`src/rtl/keccak_pkg.sv`:
```
// Shared types, constants and helpers for the Keccak input path.
// Mode codes, per-mode rate, domain suffixes and byte-order utilities.
package keccak_pkg;

    typedef enum logic [2:0] {
        Sha3_224 = 3'd0,
        Sha3_256 = 3'd1,
        Sha3_384 = 3'd2,
        Sha3_512 = 3'd3,
        Shake128 = 3'd4,
        Shake256 = 3'd5
    } mode_t;

    localparam logic [7:0] SUFFIX_SHA3  = 8'h06;
    localparam logic [7:0] SUFFIX_SHAKE = 8'h1F;
    localparam logic [7:0] PAD_END      = 8'h80;

    // Unassigned codes fall back to SHAKE128, the widest rate.
    function automatic mode_t mode_decode(input logic [2:0] code);
        return (code > 3'd5) ? Shake128 : mode_t'(code);
    endfunction

    function automatic int unsigned rate_bits(input mode_t mode);
        case (mode)
            Sha3_224: return 1152;
            Sha3_256: return 1088;
            Sha3_384: return 832;
            Sha3_512: return 576;
            Shake256: return 1088;
            default:  return 1344;
        endcase
    endfunction

    function automatic logic is_shake(input mode_t mode);
        return (mode == Shake128) || (mode == Shake256);
    endfunction

    function automatic logic [63:0] EndianSwitcher(input logic [63:0] w);
        logic [63:0] r;
        for (int i = 0; i < 8; i++) begin
            r[8*i +: 8] = w[8*(7-i) +: 8];
        end
        return r;
    endfunction

endpackage

```
`src/rtl/keccak_word_padder.sv`:
```
// Applies byte masking, the domain suffix and the final pad bit to one
// little-endian bus word.
module keccak_word_padder
    import keccak_pkg::*;
#(
    parameter int unsigned W  = 64,
    parameter int unsigned CW = $clog2(W/8 + 1)
) (
    input  logic [W-1:0]  word_i,
    input  logic [CW-1:0] count_i,
    input  logic [7:0]    suffix_i,
    input  logic          suffix_pending_i,
    input  logic          last_in_block_i,
    output logic [W-1:0]  word_o,
    output logic          suffix_placed_o
);

    localparam int unsigned NB = W / 8;

    always_comb begin
        suffix_placed_o = suffix_pending_i && (count_i < CW'(NB));
        word_o = '0;
        for (int i = 0; i < NB; i++) begin
            if (CW'(i) < count_i) begin
                word_o[8*i +: 8] = word_i[8*i +: 8];
            end else if (CW'(i) == count_i && suffix_pending_i) begin
                word_o[8*i +: 8] = suffix_i;
            end
        end
        // The pad bit may only close a block once the suffix precedes it.
        if (last_in_block_i && (!suffix_pending_i || suffix_placed_o)) begin
            word_o[W-1 -: 8] = word_o[W-1 -: 8] | PAD_END;
        end
    end

endmodule

```
`src/rtl/keccak_load_stage.sv`:
```
// Keccak input stage: parses the header, absorbs message words, pads and
// hands rate-sized blocks to the absorb stage.
module keccak_load_stage
    import keccak_pkg::*;
#(
    parameter int unsigned W        = 64,
    parameter int unsigned RATE_MAX = 1344
) (
    input  logic                clk,
    input  logic                rst,
    input  logic [W-1:0]        data_i,
    input  logic                valid_i,
    output logic                ready_o,
    output logic [RATE_MAX-1:0] block_o,
    output logic                block_valid_o,
    input  logic                block_ready_i,
    output logic                last_block_o,
    output logic [2:0]          mode_o,
    output logic [31:0]         output_size_o,
    output logic                busy_o
);

    localparam int unsigned NB  = W / 8;
    localparam int unsigned CW  = $clog2(NB + 1);
    localparam int unsigned NW  = RATE_MAX / W;
    localparam int unsigned WCW = $clog2(RATE_MAX / 32);

    typedef enum logic [2:0] {StIdle, StHeader, StAbsorb, StPad, StHold} state_e;

    state_e              state_q, state_d;
    logic                run_q;
    logic [RATE_MAX-1:0] block_q, block_d;
    logic [WCW-1:0]      wc_q, wc_d;
    logic [28:0]         bytes_left_q, bytes_left_d;
    logic                suffix_done_q, suffix_done_d;
    logic                last_q, last_d;
    mode_t               mode_q, mode_d;
    logic [27:0]         out_size_q, out_size_d;

    logic [31:0]   hdr_hi, hdr_lo;
    logic [63:0]   swap64;
    logic [W-1:0]  padded;
    logic [CW-1:0] pad_cnt;
    logic          suffix_placed, last_in_block, accept, wr_en;
    logic [7:0]    suffix;
    logic          unused_bits;

    assign hdr_hi = data_i[W-1 -: 32];
    assign hdr_lo = data_i[31:0];
    // Left-justify so that message byte 0 lands in bits [7:0] after the swap.
    assign swap64 = EndianSwitcher(64'(data_i) << (64 - W));
    assign unused_bits = ^{hdr_hi[28], hdr_lo[2:0], swap64};

    assign pad_cnt = (state_q != StAbsorb)        ? '0 :
                     (bytes_left_q >= 29'(NB))    ? CW'(NB) : CW'(bytes_left_q);
    assign last_in_block = (wc_q == WCW'(rate_bits(mode_q) / W - 1));
    assign suffix = is_shake(mode_q) ? SUFFIX_SHAKE : SUFFIX_SHA3;

    assign ready_o = run_q &&
                     (state_q == StIdle || state_q == StHeader || state_q == StAbsorb);
    assign accept  = valid_i && ready_o;

    keccak_word_padder #(
        .W  (W),
        .CW (CW)
    ) u_padder (
        .word_i           (swap64[W-1:0]),
        .count_i          (pad_cnt),
        .suffix_i         (suffix),
        .suffix_pending_i (!suffix_done_q),
        .last_in_block_i  (last_in_block),
        .word_o           (padded),
        .suffix_placed_o  (suffix_placed)
    );

    always_comb begin
        state_d       = state_q;
        block_d       = block_q;
        wc_d          = wc_q;
        bytes_left_d  = bytes_left_q;
        suffix_done_d = suffix_done_q;
        last_d        = last_q;
        mode_d        = mode_q;
        out_size_d    = out_size_q;
        wr_en         = 1'b0;

        unique case (state_q)
            StIdle: begin
                if (accept) begin
                    mode_d        = mode_decode(hdr_hi[31:29]);
                    out_size_d    = hdr_hi[27:0];
                    suffix_done_d = 1'b0;
                    last_d        = 1'b0;
                    wc_d          = '0;
                    block_d       = '0;
                    if (W == 32) begin
                        state_d = StHeader;
                    end else begin
                        bytes_left_d = hdr_lo[31:3];
                        state_d      = (hdr_lo[31:3] == '0) ? StPad : StAbsorb;
                    end
                end
            end
            StHeader: begin
                if (accept) begin
                    bytes_left_d = hdr_lo[31:3];
                    state_d      = (hdr_lo[31:3] == '0) ? StPad : StAbsorb;
                end
            end
            StAbsorb: wr_en = accept;
            StPad:    wr_en = 1'b1;
            StHold: begin
                if (block_ready_i) begin
                    block_d = '0;
                    wc_d    = '0;
                    last_d  = 1'b0;
                    if (last_q)                  state_d = StIdle;
                    else if (bytes_left_q != '0) state_d = StAbsorb;
                    else                         state_d = StPad;
                end
            end
            default: state_d = StIdle;
        endcase

        if (wr_en) begin
            for (int i = 0; i < NW; i++) begin
                if (wc_q == WCW'(i)) block_d[i*W +: W] = padded;
            end
            wc_d          = wc_q + 1'b1;
            bytes_left_d  = bytes_left_q - 29'(pad_cnt);
            suffix_done_d = suffix_done_q | suffix_placed;
            last_d        = last_in_block && (suffix_done_q || suffix_placed);
            if (last_in_block)            state_d = StHold;
            else if (bytes_left_d == '0)  state_d = StPad;
            else                          state_d = StAbsorb;
        end
    end

    always_ff @(posedge clk or negedge rst) begin
        if (!rst) begin
            state_q       <= StIdle;
            run_q         <= 1'b0;
            block_q       <= '0;
            wc_q          <= '0;
            bytes_left_q  <= '0;
            suffix_done_q <= 1'b0;
            last_q        <= 1'b0;
            mode_q        <= Sha3_224;
            out_size_q    <= '0;
        end else begin
            state_q       <= state_d;
            run_q         <= 1'b1;
            block_q       <= block_d;
            wc_q          <= wc_d;
            bytes_left_q  <= bytes_left_d;
            suffix_done_q <= suffix_done_d;
            last_q        <= last_d;
            mode_q        <= mode_d;
            out_size_q    <= out_size_d;
        end
    end

    assign block_o       = block_q;
    assign block_valid_o = (state_q == StHold);
    assign last_block_o  = last_q;
    assign mode_o        = mode_q;
    assign output_size_o = {4'b0, out_size_q};
    assign busy_o        = (state_q != StIdle);

endmodule

```
`config.mk`:
```
export PLATFORM = sky130hd
export DESIGN_NAME = keccak_load_stage
export DESIGN_NICKNAME = d
export VERILOG_FILES = /design/src/rtl/keccak_pkg.sv /design/src/rtl/keccak_word_padder.sv /design/src/rtl/keccak_load_stage.sv
export SDC_FILE = /design/constraint.sdc
export NUM_CORES = 2
export LEC_CHECK = 0
export CORE_AREA = 5 5 557 559
export DETAILED_ROUTE_END_ITERATION = 6
export DIE_AREA = 0 0 562 564
export REMOVE_ABC_BUFFERS = 1
export SYNTH_ARGS = -nofsm -noshare
export SYNTH_HDL_FRONTEND = slang
export SYNTH_SLANG_ARGS = --single-unit
```
`constraint.sdc`:
```
create_clock -name clk -period 5.87 [get_ports clk]
set_clock_uncertainty 0.2 [all_clocks]
set_input_delay 1.4675 -clock clk [delete_from_list [all_inputs] [get_ports clk]]
set_output_delay 1.4675 -clock clk [all_outputs]
set_load 0.005 [all_outputs]
```
==> Yosys cells after proc, flatten, opt, wreduce, memory -nomap -nowiden <==
Cells that the tools add are included.
{ "op_classes": {"n_addsub": 3, "mul": 0, "n_div": 0, "order_cmp": 11, "eq_ne": 42, "shifts": 0, "n_mux": 70, "n_bitwise": 1, "reduce_logical": 37} }
{ "ops": {"columns": ["op", "count"], "rows": [
  ["1344-bit 2-to-1 mux", 3],
  ["1344-bit one-hot mux with 2 select lines", 1],
  ["64-bit 2-to-1 mux", 21],
  ["29-bit 2-to-1 mux", 3],
  ["8-bit 2-to-1 mux", 9],
  ["29-bit zero test", 2],
  ["6-bit by 4-bit == test with 1-bit output, second input constant", 8],
  ["5-bit 2-to-1 mux", 9],
  ["11-bit one-hot mux with 4 select lines", 1],
  ["6-bit by 5-bit == test with 1-bit output, second input constant", 5],
  ["29-bit by 4-bit >= comparator with 1-bit output, second input constant", 1],
  ["29-bit nonzero test", 1],
  ["29-bit by 4-bit subtractor with 29-bit output", 1],
  ["6-bit by 3-bit == test with 1-bit output, second input constant", 4],
  ["6-bit 2-to-1 mux", 3],
  ["3-bit by 4-bit == test with 1-bit output, first input constant", 4],
  ["3-bit by 4-bit < comparator with 1-bit output, first input constant", 4],
  ["3-bit 2-to-1 mux", 5],
  ["3-bit by 2-bit == test with 1-bit output, second input constant", 4],
  ["6-bit by 2-bit == test with 1-bit output, second input constant", 2],
  ["1-bit logical AND", 12],
  ["6-bit one-hot mux with 2 select lines", 1],
  ["3-bit == test, second input constant", 3],
  ["3-bit one-hot mux with 3 select lines", 1],
  ["other kinds (30)", 56]
]} }
{ "word_totals": {"register_bits": 1416, "latch_bits": 0, "ramBits": 0, "romBits": 0, "inputBits": 68, "out_inout_bits": 1383, "word_cells": 173, "memories": 0} }

==> Depth between registers and ports, before layout <==
{ "depth": {"ltp_word": 10, "ltp_mapped": 17, "mapped_depth_nobuf": 14} }

==> Hierarchy <==
From an unflattened synthesis, not the netlist that was laid out.
{ "unflattened": {"hier_cells": 6583, "hier_area_um2": 57891.8} }
{ "by_module_without_submodules": {"columns": ["mod", "instances", "cells_each", "area_each_um2", "seq_area_each_um2"], "rows": [
  ["keccak_load_stage", 1, 6422, 56975.9, 35434.0],
  ["keccak_word_padder", 1, 161, 915.9, 0.0]
]} }

==> Worst setup path after synthesis <==
Ideal clock, no wire load.
{ "synth_path": {"kind": "reg-to-reg", "start": "register bytes_left_q[7]", "end": "register bytes_left_q[26]", "setup_time_ns": 0.099, "t_arrival_ns": 4.063, "t_required_ns": 5.571, "setup_slack_ns": 1.508, "stages_incl_launch_ff": 17, "path_buffers": 2, "period_less_slack_ns": 4.362, "cell_sequence": "dfrtp_1 clkbuf_1 or4_1 or4_4 nor4_2 nand2_1 inv_1 ha_1 fa_1 nor2b_1 o21a_1 clkbuf_1 nor4_1 nand3_1 o31ai_1 a21oi_1 a311oi_1"} }
{ "synth_via": {"elab_chain_len": 5} }
{ "synth_rtl": {"columns": ["element", "line_no", "source"], "rows": [
  ["start, declared", "keccak_load_stage.sv:34", "logic [28:0] bytes_left_q, bytes_left_d;"],
  ["start signal, assigned", "keccak_load_stage.sv:155", "bytes_left_q <= bytes_left_d;"],
  ["29-bit by 4-bit >= comparator with 1-bit output", "keccak_load_stage.sv:55", "(bytes_left_q >= 29'(NB)) ? CW'(NB) : CW'(bytes_left_q);"],
  ["4-bit 2-to-1 mux", "keccak_load_stage.sv:55", null],
  ["4-bit 2-to-1 mux", "keccak_load_stage.sv:54", "assign pad_cnt = (state_q != StAbsorb) ? '0 :"],
  ["29-bit by 4-bit subtractor with 29-bit output (*)", "keccak_load_stage.sv:130", "bytes_left_d = bytes_left_q - 29'(pad_cnt);"],
  ["29-bit 2-to-1 mux (*)", "keccak_load_stage.sv:125", "if (wr_en) begin"]
]} }
Every way passes the cells marked *; elsewhere a longest branch is shown, timed or not.
A chain may end at the register's enable or synchronous reset.

==> Worst setup path in the final report <==
{ "layout_path": {"start": "register bytes_left_q[5]", "end": "register bytes_left_q[26]"} }
The elaborated chain is that of the path after synthesis.

==> flow_summary.toml <==
[pwr]
leakage_nw = 32.78
pwr-share-clk_pct = 26.7
p_sw_share_pct = 35.16
p_comb_share_pct = 35.8
internal_power_mw = 25.11
irDropWorstVdd_mv = 0.2688
power.density_mw_per_mm2 = 489.9
power_frac_seq_pct = 37.5
switchingPower_mw = 13.62

[drt]
vias_per_cell = 4.486
wire_per_inst_um = 25.41
route.detailed.drc = 5
ant_nets = 0
drt-initial-drc-count = 3998
vias = 47310
drt-total-wl_um = 267900
drt-pass1-iter-count = 7

[placement]
dp_slack_ns = 0.9181
gp_congestion = 0.8472
dp_hpwl_um = 184800
portBuffers = 1446

[critical_path]
slowest_delay_ns = 0.71
slowest_stage = "nor4_1"
cp_max_fo = 12
path_delay_family = "simple AND/OR/NAND/NOR gates"
crit_path_start_kind = "flip-flop"
rr_worst_depth = 14
path_cells = "or4_1, or4_4, nor4_2, nand2_1, inv_1, ha_1, fa_1, nor2b_1, o21a_1, nor4_1, nand3_1, o31ai_1, a21oi_1, a311oi_1"
path_class = "flip-flop to flip-flop"
path_buf_inv = 1
critPathCaptureType = "flip-flop"
arrival_ns = 5.63
crit_required_ns = 6.37
cp.depth = 14

[grt]
grt_pass1_vias = 47840
grt.busiest_layer = "met2"
grt_max_degree = 163
use_met1_pct = 18.83
antenna_found_initial = 56
grt_use_met3_pct = 5.244
grt_first_pass_wirelength_um = 372400
grt.total_usage_pct = 16.12
use_met2_pct = 25.91
overflow = 0

[floorplanning]
dieHeight_um = 564
die-area_mm2 = 0.3170
ios = 1451
die_x_um = 562
initial_core_util_pct = 17.82
core.rowCount = 203
core_area_mm2 = 0.3045

[synthesis]
yosysWarnings = 0
syn_area_per_cell_um2 = 10.38
synth_cells = 5230
syn_area_mm2 = 0.05426
synthArstFlopShare_pct = 100.0
synth_edf_count = 0
synth_cell_types = 62
yosys_register_bits = 1416
yosys_most_used_dff = "dfrtp_1"
yosysSeqAreaShare_pct = 65.30

[status]
violations = "DRC"
status = "finished with violations"

[clock_tree]
cts.sinks = 1416
cts_setup_buffers = 0
root_buffer = "clkbuf_16"
cts_hold_buf = 0
cts_inserted_buffers = 164
htreeDepth = 4
cts_tree = "yes"
clk_pin_slew_ns = 0.06
insertion_delay_ns = 0.82
cts-resized-gates = 0
clockBufferDepth = 4

[timing]
slew_headroom_pct = 8.571
finalSetupTns_ns = 0
period_share_pct = 87.30
period_needed_ns = 5.125
worst_slew_pin_slew_ns = 1.368
slew_violations = 0
timing.fmax_mhz = 195.1
fin_ws_ns = 0.7455
rsz0062_at_grt = "no"
hold_viol = 0
setup_viol = 0

[layout]
fin_nets = 6482
mostFrequentLayoutCells = "clkdlybuf4s50_1 (1445), dfrtp_1 (1416), o21ai_0 (1362)"
drive_gt1_share_pct = 8.099
syn2layout_area_growth_pct = 45.67
fill_cells = 31760
layout_commonest_cell = "clkdlybuf4s50_1"

[min_path]
hold-path-cell-count = 2
hold_path_class = "flip-flop to flip-flop"

[job]
cap_violations = 0
power groups by stage:
stage / registers [mW] / logic (mW) / clock network (mW)
2_1_floorplan: 14.5 / 4.14 / 0
3_3_place_gp: 14.4 / 13.9 / 0
3_5_place_dp: 14.6 / 14.1 / 0
4_1_cts: 14.5 / 14.1 / 10.6
5_1_grt: 14.8 / 15.0 / 11.0
6_report: 14.5 / 13.9 / 10.4
cell type report:
class / instances / area (um2) / share of cell area, %
flip-flops and latches: 1416 / 35430 / 44.83
multi-input cells: 3194 / 16960 / 21.46
repair buffers: 1615 / 16160 / 20.44
well taps: 3997 / 5001 / 6.327
clock buffers: 226 / 4668 / 5.906
clock inverters: 55 / 700.7 / 0.8864
diodes: 29 / 72.57 / 0.09181
inverters: 13 / 48.80 / 0.06173
through the flow:
step	util [%]	hold slack [ns]	instances	area, um2	power (mW)
6_report	25.96	0.2948	10550	79050	38.73
3_3_place_gp	24.17	0.2794	10240	73610	28.31
3_5_place_dp	24.17	0.2891	10240	73610	28.67
2_1_floorplan	-	0.2825	4623	51960	18.67
4_1_cts	25.93	0.3017	10520	78970	39.21
5_1_grt	25.94	0.3174	10530	79010	40.85
synthesized netlist by cell type, types with 5 or more instances:
cell | instances | area, um2
or3_1 | 10 | 62.56
clkbuf_1 | 593 | 2226
mux2_2 | 29 | 326.6
nor2_1 | 78 | 292.8
buf_2 | 8 | 40.04
buf_1 | 5 | 18.77
nor3_1 | 21 | 105.1
xor2_1 | 14 | 122.6
nor4_1 | 17 | 106.4
o21ai_0 | 1363 | 6822
a21oi_1 | 56 | 280.3
xnor2_1 | 8 | 70.07
inv_1 | 11 | 41.29
o22ai_1 | 6 | 37.54
a211oi_1 | 5 | 37.54
a31oi_1 | 5 | 31.28
nand2_1 | 99 | 371.6
nand4_1 | 19 | 118.9
o21a_1 | 6 | 45.04
nand2b_1 | 5 | 31.28
a311oi_1 | 7 | 61.31
dfrtp_1 | 1416 | 35430
ha_1 | 9 | 112.6
and3_1 | 5 | 31.28
o31ai_1 | 5 | 37.54
and2_1 | 6 | 37.54
nand3_1 | 1358 | 6797
routing by layer:
layer | vias to the layer above | part of all wire, %
met1 | 23480 | 38
met3 | 562 | 9.5
met2 | 2428 | 46
met5 | - | 0.0049
li1 | 20830 | -
met4 | 2 | 6.3
tightest hold or removal path, cell delays in order, from the launching register on:
cell,delay [ns]
dfrtp_1,0.34
nand3_1,0.06
o21ai_0,0.06
registers in the layout, indices dropped and copies added, names as in the netlist:
name	count
block_o	1344
bytes_left_q	29
out_size_q	28
wc_q	6
mode_o	3
state_q	3
last_block_o	1
run_q	1
suffix_done_q	1
cells by family (layout without fill, tap and decap cells):
logic type / Yosys count / in the layout / share of synthesized area, %
XOR/XNOR: 22 / 22 / 0.3551
AO/OA/AOI/OAI: 1484 / 1484 / 14.07
multiplexers: 29 / 29 / 0.6018
AND/OR/NAND/NOR: 1643 / 1643 / 15.04
buffers and inverters: 623 / 1909 / 4.356
flip-flops: 1416 / 1416 / 65.30
other: 2 / 34 / 0.01384
adder cells (fa/ha/maj): 11 / 11 / 0.2629
path summary, 6_finish.rpt:
check	from	slack, ns	end
max reg2reg	bytes_left_q[5]	0.75	bytes_left_q[26]
max in group asynchronous	rst	3.57	block_o[1188]
min	block_o[540]	0.29	block_o[540]
min reg2reg	block_o[540]	0.29	block_o[540]
min in group asynchronous	rst	0.45	block_o[970]
max	bytes_left_q[5]	0.75	bytes_left_q[26]
(Power assumes the default switching activity.)
